## src/rtl/mips32_hazard_ctrl.sv

```systemverilog
// Interlock and issue controller for the 5-stage MIPS32 pipeline: tracks in-flight
// destinations, stalls ID on RAW hazards, sequences branch flush and HLT drain/halt.
module mips32_hazard_ctrl #(
    parameter int unsigned WB_BYPASS = 1,
    parameter int unsigned CNT_W     = 16
) (
    input  logic             clk1,
    input  logic             rst_n,
    input  logic             id_valid,
    input  logic [31:0]      id_ir,
    input  logic             ex_taken,
    output logic             issue,
    output logic             stall,
    output logic             bubble,
    output logic             halted,
    output logic [CNT_W-1:0] stall_count
);

    localparam logic [5:0] OP_ADD   = 6'b000000;
    localparam logic [5:0] OP_SUB   = 6'b000001;
    localparam logic [5:0] OP_AND   = 6'b000010;
    localparam logic [5:0] OP_OR    = 6'b000011;
    localparam logic [5:0] OP_SLT   = 6'b000100;
    localparam logic [5:0] OP_MUL   = 6'b000101;
    localparam logic [5:0] OP_LW    = 6'b001000;
    localparam logic [5:0] OP_SW    = 6'b001001;
    localparam logic [5:0] OP_ADDI  = 6'b001010;
    localparam logic [5:0] OP_SUBI  = 6'b001011;
    localparam logic [5:0] OP_SLTI  = 6'b001100;
    localparam logic [5:0] OP_BNEQZ = 6'b001101;
    localparam logic [5:0] OP_BEQZ  = 6'b001110;
    localparam logic [5:0] OP_HLT   = 6'b111111;

    localparam logic [1:0] ST_RUN   = 2'd0;
    localparam logic [1:0] ST_DRAIN = 2'd1;
    localparam logic [1:0] ST_HALT  = 2'd2;

    logic [5:0] opcode;
    logic [4:0] rs;
    logic [4:0] rt;
    logic [4:0] rd;

    assign opcode = id_ir[31:26];
    assign rs     = id_ir[25:21];
    assign rt     = id_ir[20:16];
    assign rd     = id_ir[15:11];

    // Immediate/funct bits carry no hazard information.
    logic unused_imm;
    assign unused_imm = ^id_ir[10:0];

    logic       rd_rs;
    logic       rd_rt;
    logic       has_dst;
    logic [4:0] dst;
    logic       id_hlt;
    logic       id_dst_v;

    always_comb begin
        rd_rs   = 1'b0;
        rd_rt   = 1'b0;
        has_dst = 1'b0;
        dst     = '0;
        id_hlt  = 1'b0;
        case (opcode)
            OP_ADD, OP_SUB, OP_AND, OP_OR, OP_SLT, OP_MUL: begin
                rd_rs   = 1'b1;
                rd_rt   = 1'b1;
                has_dst = 1'b1;
                dst     = rd;
            end
            OP_ADDI, OP_SUBI, OP_SLTI, OP_LW: begin
                rd_rs   = 1'b1;
                has_dst = 1'b1;
                dst     = rt;
            end
            OP_SW: begin
                rd_rs = 1'b1;
                rd_rt = 1'b1;
            end
            OP_BNEQZ, OP_BEQZ: begin
                rd_rs = 1'b1;
            end
            OP_HLT: begin
                id_hlt = 1'b1;
            end
            default: ;
        endcase
    end

    // Writes to R0 are architecturally discarded, so they never create a dependency.
    assign id_dst_v = has_dst && (dst != 5'd0);

    logic       ex_v,  mem_v,  wb_v;
    logic [4:0] ex_dest, mem_dest, wb_dest;
    logic       ex_hlt, mem_hlt, wb_hlt;

    logic       chk_wb;
    logic       rs_hit;
    logic       rt_hit;
    logic       hazard;

    assign chk_wb = (WB_BYPASS == 0);

    always_comb begin
        rs_hit = (rs != 5'd0) &&
                 ((ex_v  && (ex_dest  == rs)) ||
                  (mem_v && (mem_dest == rs)) ||
                  (chk_wb && wb_v && (wb_dest == rs)));
        rt_hit = (rt != 5'd0) &&
                 ((ex_v  && (ex_dest  == rt)) ||
                  (mem_v && (mem_dest == rt)) ||
                  (chk_wb && wb_v && (wb_dest == rt)));
        hazard = id_valid && ((rd_rs && rs_hit) || (rd_rt && rt_hit));
    end

    logic [1:0] state;
    logic       hz_stall;

    always_comb begin
        issue    = 1'b0;
        stall    = 1'b0;
        bubble   = 1'b1;
        hz_stall = 1'b0;
        case (state)
            ST_RUN: begin
                if (ex_taken) begin
                    issue = 1'b0;
                end else if (hazard) begin
                    stall    = 1'b1;
                    hz_stall = 1'b1;
                end else if (id_valid) begin
                    issue  = 1'b1;
                    bubble = 1'b0;
                end
            end
            ST_DRAIN, ST_HALT: begin
                stall = 1'b1;
            end
            default: ;
        endcase
    end

    always_ff @(posedge clk1 or negedge rst_n) begin
        if (!rst_n) begin
            ex_v     <= 1'b0;
            ex_dest  <= '0;
            ex_hlt   <= 1'b0;
            mem_v    <= 1'b0;
            mem_dest <= '0;
            mem_hlt  <= 1'b0;
            wb_v     <= 1'b0;
            wb_dest  <= '0;
            wb_hlt   <= 1'b0;
        end else begin
            wb_v     <= mem_v;
            wb_dest  <= mem_dest;
            wb_hlt   <= mem_hlt;
            mem_v    <= ex_v;
            mem_dest <= ex_dest;
            mem_hlt  <= ex_hlt;
            ex_v     <= issue && id_dst_v;
            ex_dest  <= issue ? dst : 5'd0;
            ex_hlt   <= issue && id_hlt;
        end
    end

    always_ff @(posedge clk1 or negedge rst_n) begin
        if (!rst_n) begin
            state  <= ST_RUN;
            halted <= 1'b0;
        end else begin
            case (state)
                ST_RUN: begin
                    if (issue && id_hlt) begin
                        state <= ST_DRAIN;
                    end
                end
                ST_DRAIN: begin
                    if (wb_hlt) begin
                        state  <= ST_HALT;
                        halted <= 1'b1;
                    end
                end
                ST_HALT: begin
                    halted <= 1'b1;
                end
                default: begin
                    state <= ST_RUN;
                end
            endcase
        end
    end

    always_ff @(posedge clk1 or negedge rst_n) begin
        if (!rst_n) begin
            stall_count <= '0;
        end else if (hz_stall && (stall_count != '1)) begin
            stall_count <= stall_count + 1'b1;
        end
    end

endmodule

```

## config.mk

```make
export PLATFORM = sky130hd
export DESIGN_NAME = mips32_hazard_ctrl
export DESIGN_NICKNAME = d
export VERILOG_FILES = /design/src/rtl/mips32_hazard_ctrl.sv
export SDC_FILE = /design/constraint.sdc
export NUM_CORES = 1
export LEC_CHECK = 0
export CAP_MARGIN = 20
export CORE_MARGIN = 5
export CORE_UTILIZATION = 35
export DETAILED_ROUTE_END_ITERATION = 6
export MAX_ROUTING_LAYER = met4
export PLACE_DENSITY = 0.61
export REMOVE_ABC_BUFFERS = 1
export SLEW_MARGIN = 10
export SYNTH_ARGS = -nofsm -noshare
export SYNTH_HDL_FRONTEND = slang
export SYNTH_SLANG_ARGS = --single-unit
```

## constraint.sdc

```tcl
create_clock -name clk1 -period 5.29 [get_ports clk1]
set_clock_uncertainty 0.1 [all_clocks]
set_input_delay 1.058 -clock clk1 [delete_from_list [all_inputs] [get_ports clk1]]
set_output_delay 1.058 -clock clk1 [all_outputs]
set_load 0.01 [all_outputs]
```

=== Word level (Yosys, flattened, before mapping) ===
Cells that the tools add are included.

* Bits in registers: 34
* Input bits: 36
* Output and inout bits: 20
* Logic and storage cells: 87

* Add/subtract/negate cells: 1
* Equality and inequality tests: 22
* Mux-type cells: 23
* Bitwise operators: 1
* Reduce and logical (&&, ||, !) cells: 30

{| class="wikitable"
|+ Operators by type and width
! kind !! count
|-
| 6-bit by 4-bit equality test with 1-bit output (second input constant) || 7
|-
| 5-bit equality test || 4
|-
| 16-bit by 1-bit adder with 16-bit output (second input constant) || 1
|-
| 1-bit 2-to-1 mux || 16
|-
| 16-bit != test (second input constant) || 1
|-
| 5-bit nonzero test || 3
|-
| 1-bit logical AND || 13
|-
| 13-bit OR reduction || 1
|-
| 6-bit by 2-bit equality test with 1-bit output (second input constant) || 2
|-
| 6-bit by 3-bit equality test with 1-bit output (second input constant) || 2
|-
| 5-bit case mux with 2 select lines || 1
|-
| 10-bit OR reduction || 1
|-
| 7-bit OR reduction || 1
|-
| 6-bit by 1-bit equality test with 1-bit output (second input constant) || 1
|-
| 6-bit equality test (second input constant) || 1
|-
| 6-bit zero test || 1
|-
| 2-bit case mux with 3 select lines || 1
|-
| 6-bit OR reduction || 1
|-
| 5-bit 2-to-1 mux || 1
|-
| 2-bit 2-to-1 mux || 2
|-
| 2-bit != test (second input constant) || 2
|-
| 1-bit case mux with 2 select lines || 2
|-
| 4-bit OR reduction || 1
|-
| 1-bit logical OR || 3
|-
| 8 further kinds || 8
|}

=== Longest topological paths before layout ===
Gate-level depths: netlist (run 1).

* Depth in word-level cells: 13
* Gate-level depth with buffers: 8
* Depth with buffers taken out: 8

=== Worst setup path after synthesis (run 1) ===
No wires, ideal clock.

* Path type: input port to output port
* Start: input port id_ir[16]
* End: output port issue
* Data arrival time: 2.056 ns
* Required time: 4.132 ns
* Setup slack: 2.076 ns
* Stages: 7
* Path buffers: 1
* Path through: xnor2_1 > nand4_1 > o22ai_1 > a22oi_1 > nand2b_1 > clkbuf_1 > inv_1

* Cells in the longest elaborated chain, start to end: 10
* Elaborated cells on any way between the ends: 13
* Those cells by class: 2 x eq/ne; 3 x mux; 8 x reduce/logical

{| class="wikitable"
|+ RTL lines
! item !! RTL line !! text
|-
| start, declared || 10 || <nowiki>input logic [31:0] id_ir,</nowiki>
|-
| 5-bit equality test, on equally long branches || 111, 112 ||
|-
| 1-bit logical AND, on equally long branches || 111, 112 ||
|-
| 1-bit logical OR || 111 || <nowiki>((ex_v && (ex_dest == rt)) ||</nowiki>
|-
| 1-bit logical AND * || 110 || <nowiki>rt_hit = (rt != 5'd0) &&</nowiki>
|-
| 1-bit logical AND * || 114 || <nowiki>hazard = id_valid && ((rd_rs && rs_hit) || (rd_rt && rt_hit));</nowiki>
|-
| 1-bit logical OR * || 114 ||
|-
| 1-bit logical AND * || 114 ||
|-
| 1-bit 2-to-1 mux * || 129 || <nowiki>end else if (hazard) begin</nowiki>
|-
| 1-bit 2-to-1 mux * || 127 || <nowiki>if (ex_taken) begin</nowiki>
|-
| 1-bit 2-to-1 mux * || 125 || <nowiki>case (state)</nowiki>
|-
| end, declared || 12 || <nowiki>output logic issue,</nowiki>
|}

Every way passes the cells marked *; elsewhere a longest branch is shown, timed or not.

=== Worst setup path in the final report (run 1) ===
* Start: input port id_ir[20]
* End: output port issue

Same word-level chain as after synthesis.

==> impl_metrics.ini, run 1 <==
[setup_path]
cp_data_arrival_time_ns = 3.19
critical_path.n_buffers_inverters = 3
timing.reg2reg.worst_path_depth = 6
crit_path_end_kind = output pin
rr_startpoint = stall_count[0]$_DFFE_PN0P_
worst_path_max_delay_cell = clkdlybuf4s50_1
startpoint_type = input pin
cp_top_delay_family = buffers and inverters
reg2reg_to = stall_count[1]$_DFFE_PN0P_
setup_crit_path_kind = in2out
cp_cell_sequence = clkdlybuf4s50_1, nor3_1, nand2_1, o211a_1, a22oi_1, nand2b_1, inv_1, clkdlybuf4s50_1
worst_ep_required_time_ns = 4.13
path_common_cell = clkdlybuf4s50_1
critical_path_s_largest_stage_delay_ns = 0.54
r2r_setup_slack_ns = 2.97
crit_path_max_fanout = 8

[route]
initial_drt_markers = 38
route.vias.total = 1428
routed_wl_um = 4150
vias_per_cell = 4.78
avgRoutedWirePerCell_um = 13.9
remaining_drc_errors = 0
ant_nets = 0
drtPass1Iterations = 4

[sta]
period_share_pct = 82.2
finalSetupViolCount = 0
fmax_mhz = 230
relSlewSlack_pct = 64.7
final_hold_viol_count = 0
worst-slew-pin-transition_ns = 0.525
grt_setup_unrepaired = false
report.final.slew_viol_count = 0
clock_period_minus_worst_slack_ns = 4.35
timing.setup.tns_ns = 0

[global_routing]
grt.total_usage_pct = 14.6
grt_remaining_overflow = 0
grt_pass1_vias = 1463
global_route_wire_length_before_repair_um = 7070
grt_start_max_net_pins = 35
grt_antenna_before_repair = 0

[floorplanning]
initial_utilization_pct = 35.4
die_h_um = 81.4
design.core.area_um2 = 5040
row_count = 26
pin_count = 56
die_w_um = 81.4
die_footprint_um2 = 6620

[finish]
drive_above_1_share_pct = 5.68
areaGrowthSynthToFinish_pct = 34.1
area_taken_by_flip_flops_and_latches_um2 = 851
final-instance-count-excl-fill = 299
most-common-layout-cells = clkdlybuf4s50_1, xnor2_1, dfrtp_1
nets = 269
fill_cells = 494
postLayoutCellArea_um2 = 2390
antenna-diode-count = 0
area_of_combinational_cells_with_multiple_inputs_um2 = 891
layout_commonest_cell = clkdlybuf4s50_1

[synthesis]
synth_ff_type = dfrtp_1
synth_area_um2 = 1780
yosys.area_share.adder_pct = 3.51
combinational_family_with_the_most_area_after_synthesis = simple AND/OR/NAND/NOR gates
synth_simple_gate_area_share_pct = 19.9
synth-warning-count = 0
synth_seq_area_share_pct = 47.7
share_of_the_synthesized_area_in_compound_gates_ao_oa_aoi_oai_pct = 8.70
synth.lib_cells_used.distinct = 30
synth.mux.area_fraction_pct = 0.632
async_reset_ff_share_pct = 100
post_synth_inst_count = 179
synthesis.area_per_instance_um2 = 9.96
count_of_flip_flops_with_a_built_in_enable_after_synthesis = 0
synth_xor_area_share_pct = 17.2
number_of_synthesized_register_bits = 34

[place]
place.detailed.instances = 291
detailedPlacementHpwl_um = 3180
globalplace.congestion = 0.766
dpl_cell_area_um2 = 2300
port_buffers = 44

[clock_network]
h-tree-depth = 2
cts_tree = done
cts.root.buffer_cell = clkbuf_8
numClockSinks = 34
postCtsSetupRepairBufs = 0
cts_resized = 0
cts_made_buffers = 5
clk_transition_reported_paths_ns = 0.06
clkLatencyLatePin_ns = 0.28
ctsLongestPathBuffers = 2
ctsHoldBuffers = 0

[min_path]
holdCritPathClass = reg2reg
hold_end = wb_hlt$_DFF_PN0_
whs_path_depth = 0
hold_path.startpoint = mem_hlt$_DFF_PN0_

[power_and_ir_drop]
power_density_nw_per_um2 = 229
worst_ir_drop_vdd_mv = 0.0937
leakagePower_nw = 0.960
design_power_total_uw = 549

[outcome]
status = complete, no violations

[flow_run]
cap_viol_max_count = 0
==> power by group <==
group          total [mW]  switching, mW  internal [mW]
combinational      0.0834         0.0381         0.0453
clock               0.194         0.0894          0.105
sequential          0.271        0.00458          0.266
==> logic make-up (layout without fill, tap and decap cells) <==
logic type,count (synthesis),in the layout
buffers and inverters,9,59
and+or+nand+nor,72,72
muxes,1,1
DFF,34,34
AOI/OAI and AO/OA,23,23
adders and majority gates,5,5
xor gates and xnor gates,35,35
==> area by class of cell <==
class,count,area share (%)
clock buffers,7,3.61
repair buffers,45,18.7
multi-input cells,136,37.3
flip-flops and latches,34,35.6
inverters,6,0.942
clock inverters,1,0.209
well taps,70,3.66
==> registers in the layout (all words and copies together), names as in the netlist <==
signal       count
stall_count     16
ex_dest          5
mem_dest         5
state            2
ex_hlt           1
ex_v             1
halted           1
mem_hlt          1
mem_v            1
wb_hlt           1
==> how the worst max path moves through the flow <==
stage,startpoint,cells after the start,endpoint
floorplan,id_ir[20],6,issue
detailed placement,id_ir[18],7,bubble
global placement,id_ir[20],8,issue
finish,id_ir[20],8,issue
global route,id_ir[20],8,issue
CTS,id_ir[20],8,issue
==> per-layer routing <==
metal | track usage (%) | wire length [um] | vias to the layer above
met4 | 4.05 | 45 | 0
li1 | - | - | 711
met2 | 21.8 | 1910 | 35
met1 | 19.2 | 1990 | 676
met5 | - | 0 | -
met3 | 4.10 | 209 | 6
==> synth_stat cells, drive strengths merged, types with 2 or more instances <==
master,n,area share (%)
nor3,7,2.0
ha,5,3.5
and3,2,0.70
clkbuf,2,0.42
nor4,2,0.70
xnor2,34,17
dfrtp,34,48
nand3,2,0.56
a22oi,6,2.5
nand3b,2,1.1
inv,6,1.3
nand4,13,4.9
nor2,19,4.0
nand2,20,4.2
nand2b,3,1.1
a21oi,7,2.0
o22ai,2,0.70
o21ai,3,0.84
==> stage by stage <==
stage,worst slack [ns],util [%],hold WS [ns]
global route,0.716,47.4,0.266
global placement,0.940,45.6,0.235
finish,0.942,47.4,0.250
floorplan,2.16,-,0.231
CTS,0.940,47.4,0.253
detailed placement,0.947,45.6,0.239
No activity file was read; power rests on OpenSTA's default activity.
==> run 2, diff against run 1 <==
Clock period 5.29 ns to 4.1 ns, I/O delays scaled along.
==> impl_metrics.ini, run 2 (synthesis gave the netlist of run 1 again) <==
[power_and_ir_drop]
leakagePower_nw = 0.955
worst_ir_drop_vdd_mv = 0.128
power_density_nw_per_um2 = 291

[sta]
relSlewSlack_pct = 65.5
finalSetupViolCount = 0
report.final.slew_viol_count = 0
final_hold_viol_count = 0
grt_setup_unrepaired = false
fmax_mhz = 263
clock_period_minus_worst_slack_ns = 3.80
worst-slew-pin-transition_ns = 0.513
timing.setup.tns_ns = 0
period_share_pct = 92.8

[clock_network]
ctsHoldBuffers = 0
cts_tree = done
h-tree-depth = 2
clk_transition_reported_paths_ns = 0.06
clkLatencyLatePin_ns = 0.28
numClockSinks = 34
ctsLongestPathBuffers = 2
cts_made_buffers = 5
cts.root.buffer_cell = clkbuf_8

[finish]
nets = 269
areaGrowthSynthToFinish_pct = 33.8
fill_cells = 517
largest_register_ffs = 16
area_of_combinational_cells_with_multiple_inputs_um2 = 893
reg.largest.list = stall_count x16, ex_dest x5, mem_dest x5
registers.top_by_ff_count = stall_count
final-instance-count-excl-fill = 297
drive_above_1_share_pct = 5.73
layout_commonest_cell = clkdlybuf4s50_1
area_taken_by_flip_flops_and_latches_um2 = 851
most-common-layout-cells = clkdlybuf4s50_1, xnor2_1, dfrtp_1
antenna-diode-count = 0

[global_routing]
grt_remaining_overflow = 0
grt_start_max_net_pins = 35
grt_pass1_vias = 1482
global_route_wire_length_before_repair_um = 7060
grt.total_usage_pct = 14.4
grt_antenna_before_repair = 0

[place]
port_buffers = 44
place.detailed.instances = 291
globalplace.congestion = 0.768
detailedPlacementHpwl_um = 3180

[setup_path]
critical_path_s_largest_stage_delay_ns = 0.54
worst_ep_required_time_ns = 3.18
setup_crit_path_kind = in2out
cp_cell_sequence = clkdlybuf4s50_1, nor3_1, nand2_1, o211a_1, a22oi_1, nand2b_2, inv_1, clkdlybuf4s50_1
cp_top_delay_family = buffers and inverters
path_common_cell = clkdlybuf4s50_1
worst_path_max_delay_cell = clkdlybuf4s50_1
critical_path.n_buffers_inverters = 3
crit_cells = 8
crit_path_end_kind = output pin
cp_data_arrival_time_ns = 2.88
startpoint_type = input pin
timing.reg2reg.worst_path_depth = 6
crit_path_max_fanout = 8

[route]
avgRoutedWirePerCell_um = 14.1
routed_wl_um = 4180
ant_nets = 0
initial_drt_markers = 52
vias_per_cell = 4.82
drtPass1Iterations = 4
route.vias.total = 1433
remaining_drc_errors = 0

[floorplanning]
die_w_um = 81.4
row_count = 26
design.core.area_um2 = 5040
pin_count = 56
die_footprint_um2 = 6620
die_h_um = 81.4
initial_utilization_pct = 35.4

[min_path]
whs_path_depth = 0
holdCritPathClass = reg2reg

[flow_run]
cap_viol_max_count = 0

[outcome]
status = complete, no violations
run 2: metal layers:
| layer | vias to the layer above | track usage, % | part of all wire (%) | wire, um |
|---|---|---|---|---|
| met5 | - | - | 0 | 0 |
| met4 | 0 | 3.04 | 0.33 | 14 |
| met3 | 2 | 4.55 | 4.9 | 206 |
| met2 | 31 | 22.1 | 47 | 1950 |
| met1 | 690 | 18.7 | 48 | 2010 |
| li1 | 710 | - | - | - |
run 2: where the power goes:
group	internal (mW)	leakage (nW)	total, mW	switching, mW
clock network	0.129	0.0431	0.237	0.107
registers	0.344	0.469	0.350	0.00584
logic	0.0585	0.442	0.107	0.0490
run 2: what timing repair did:
item	in CTS	in global routing
setup endpoints to repair	0	1
resized for setup	0	1
buffers inserted	0	0
run 2: per-stage QoR:
stage / worst slack, ns / hold slack, ns / utilization (%) / instance area (um^2) / power, mW
floorplan: 1.45 / 0.231 / - / 1760 / 0.402
global placement: 0.227 / 0.235 / 45.6 / 2300 / 0.464
detailed placement: 0.231 / 0.240 / 45.6 / 2300 / 0.465
CTS: 0.229 / 0.254 / 47.2 / 2380 / 0.705
global route: 0.104 / 0.264 / 47.3 / 2380 / 0.733
finish: 0.296 / 0.251 / 47.3 / 2380 / 0.694
run 2: path summary, 6_finish.rpt:
check	start	to	slack, ns
worst max-delay path	id_ir[20]	issue	0.30
worst min-delay path	mem_hlt$_DFF_PN0_	wb_hlt$_DFF_PN0_	0.25
worst max register to register	stall_count[0]$_DFFE_PN0P_	stall_count[1]$_DFFE_PN0P_	1.81
worst min register to register	mem_hlt$_DFF_PN0_	wb_hlt$_DFF_PN0_	0.25
max in group asynchronous	rst_n	mem_hlt$_DFF_PN0_	2.73
min in group asynchronous	rst_n	stall_count[12]$_DFFE_PN0P_	0.85
run 2: cell type report:
class / count / area share, %
multi-input cells: 136 / 37.5
flip-flops and latches: 34 / 35.7
repair buffers: 45 / 18.8
well taps: 70 / 3.67
clock buffers: 6 / 3.46
inverters: 6 / 0.944
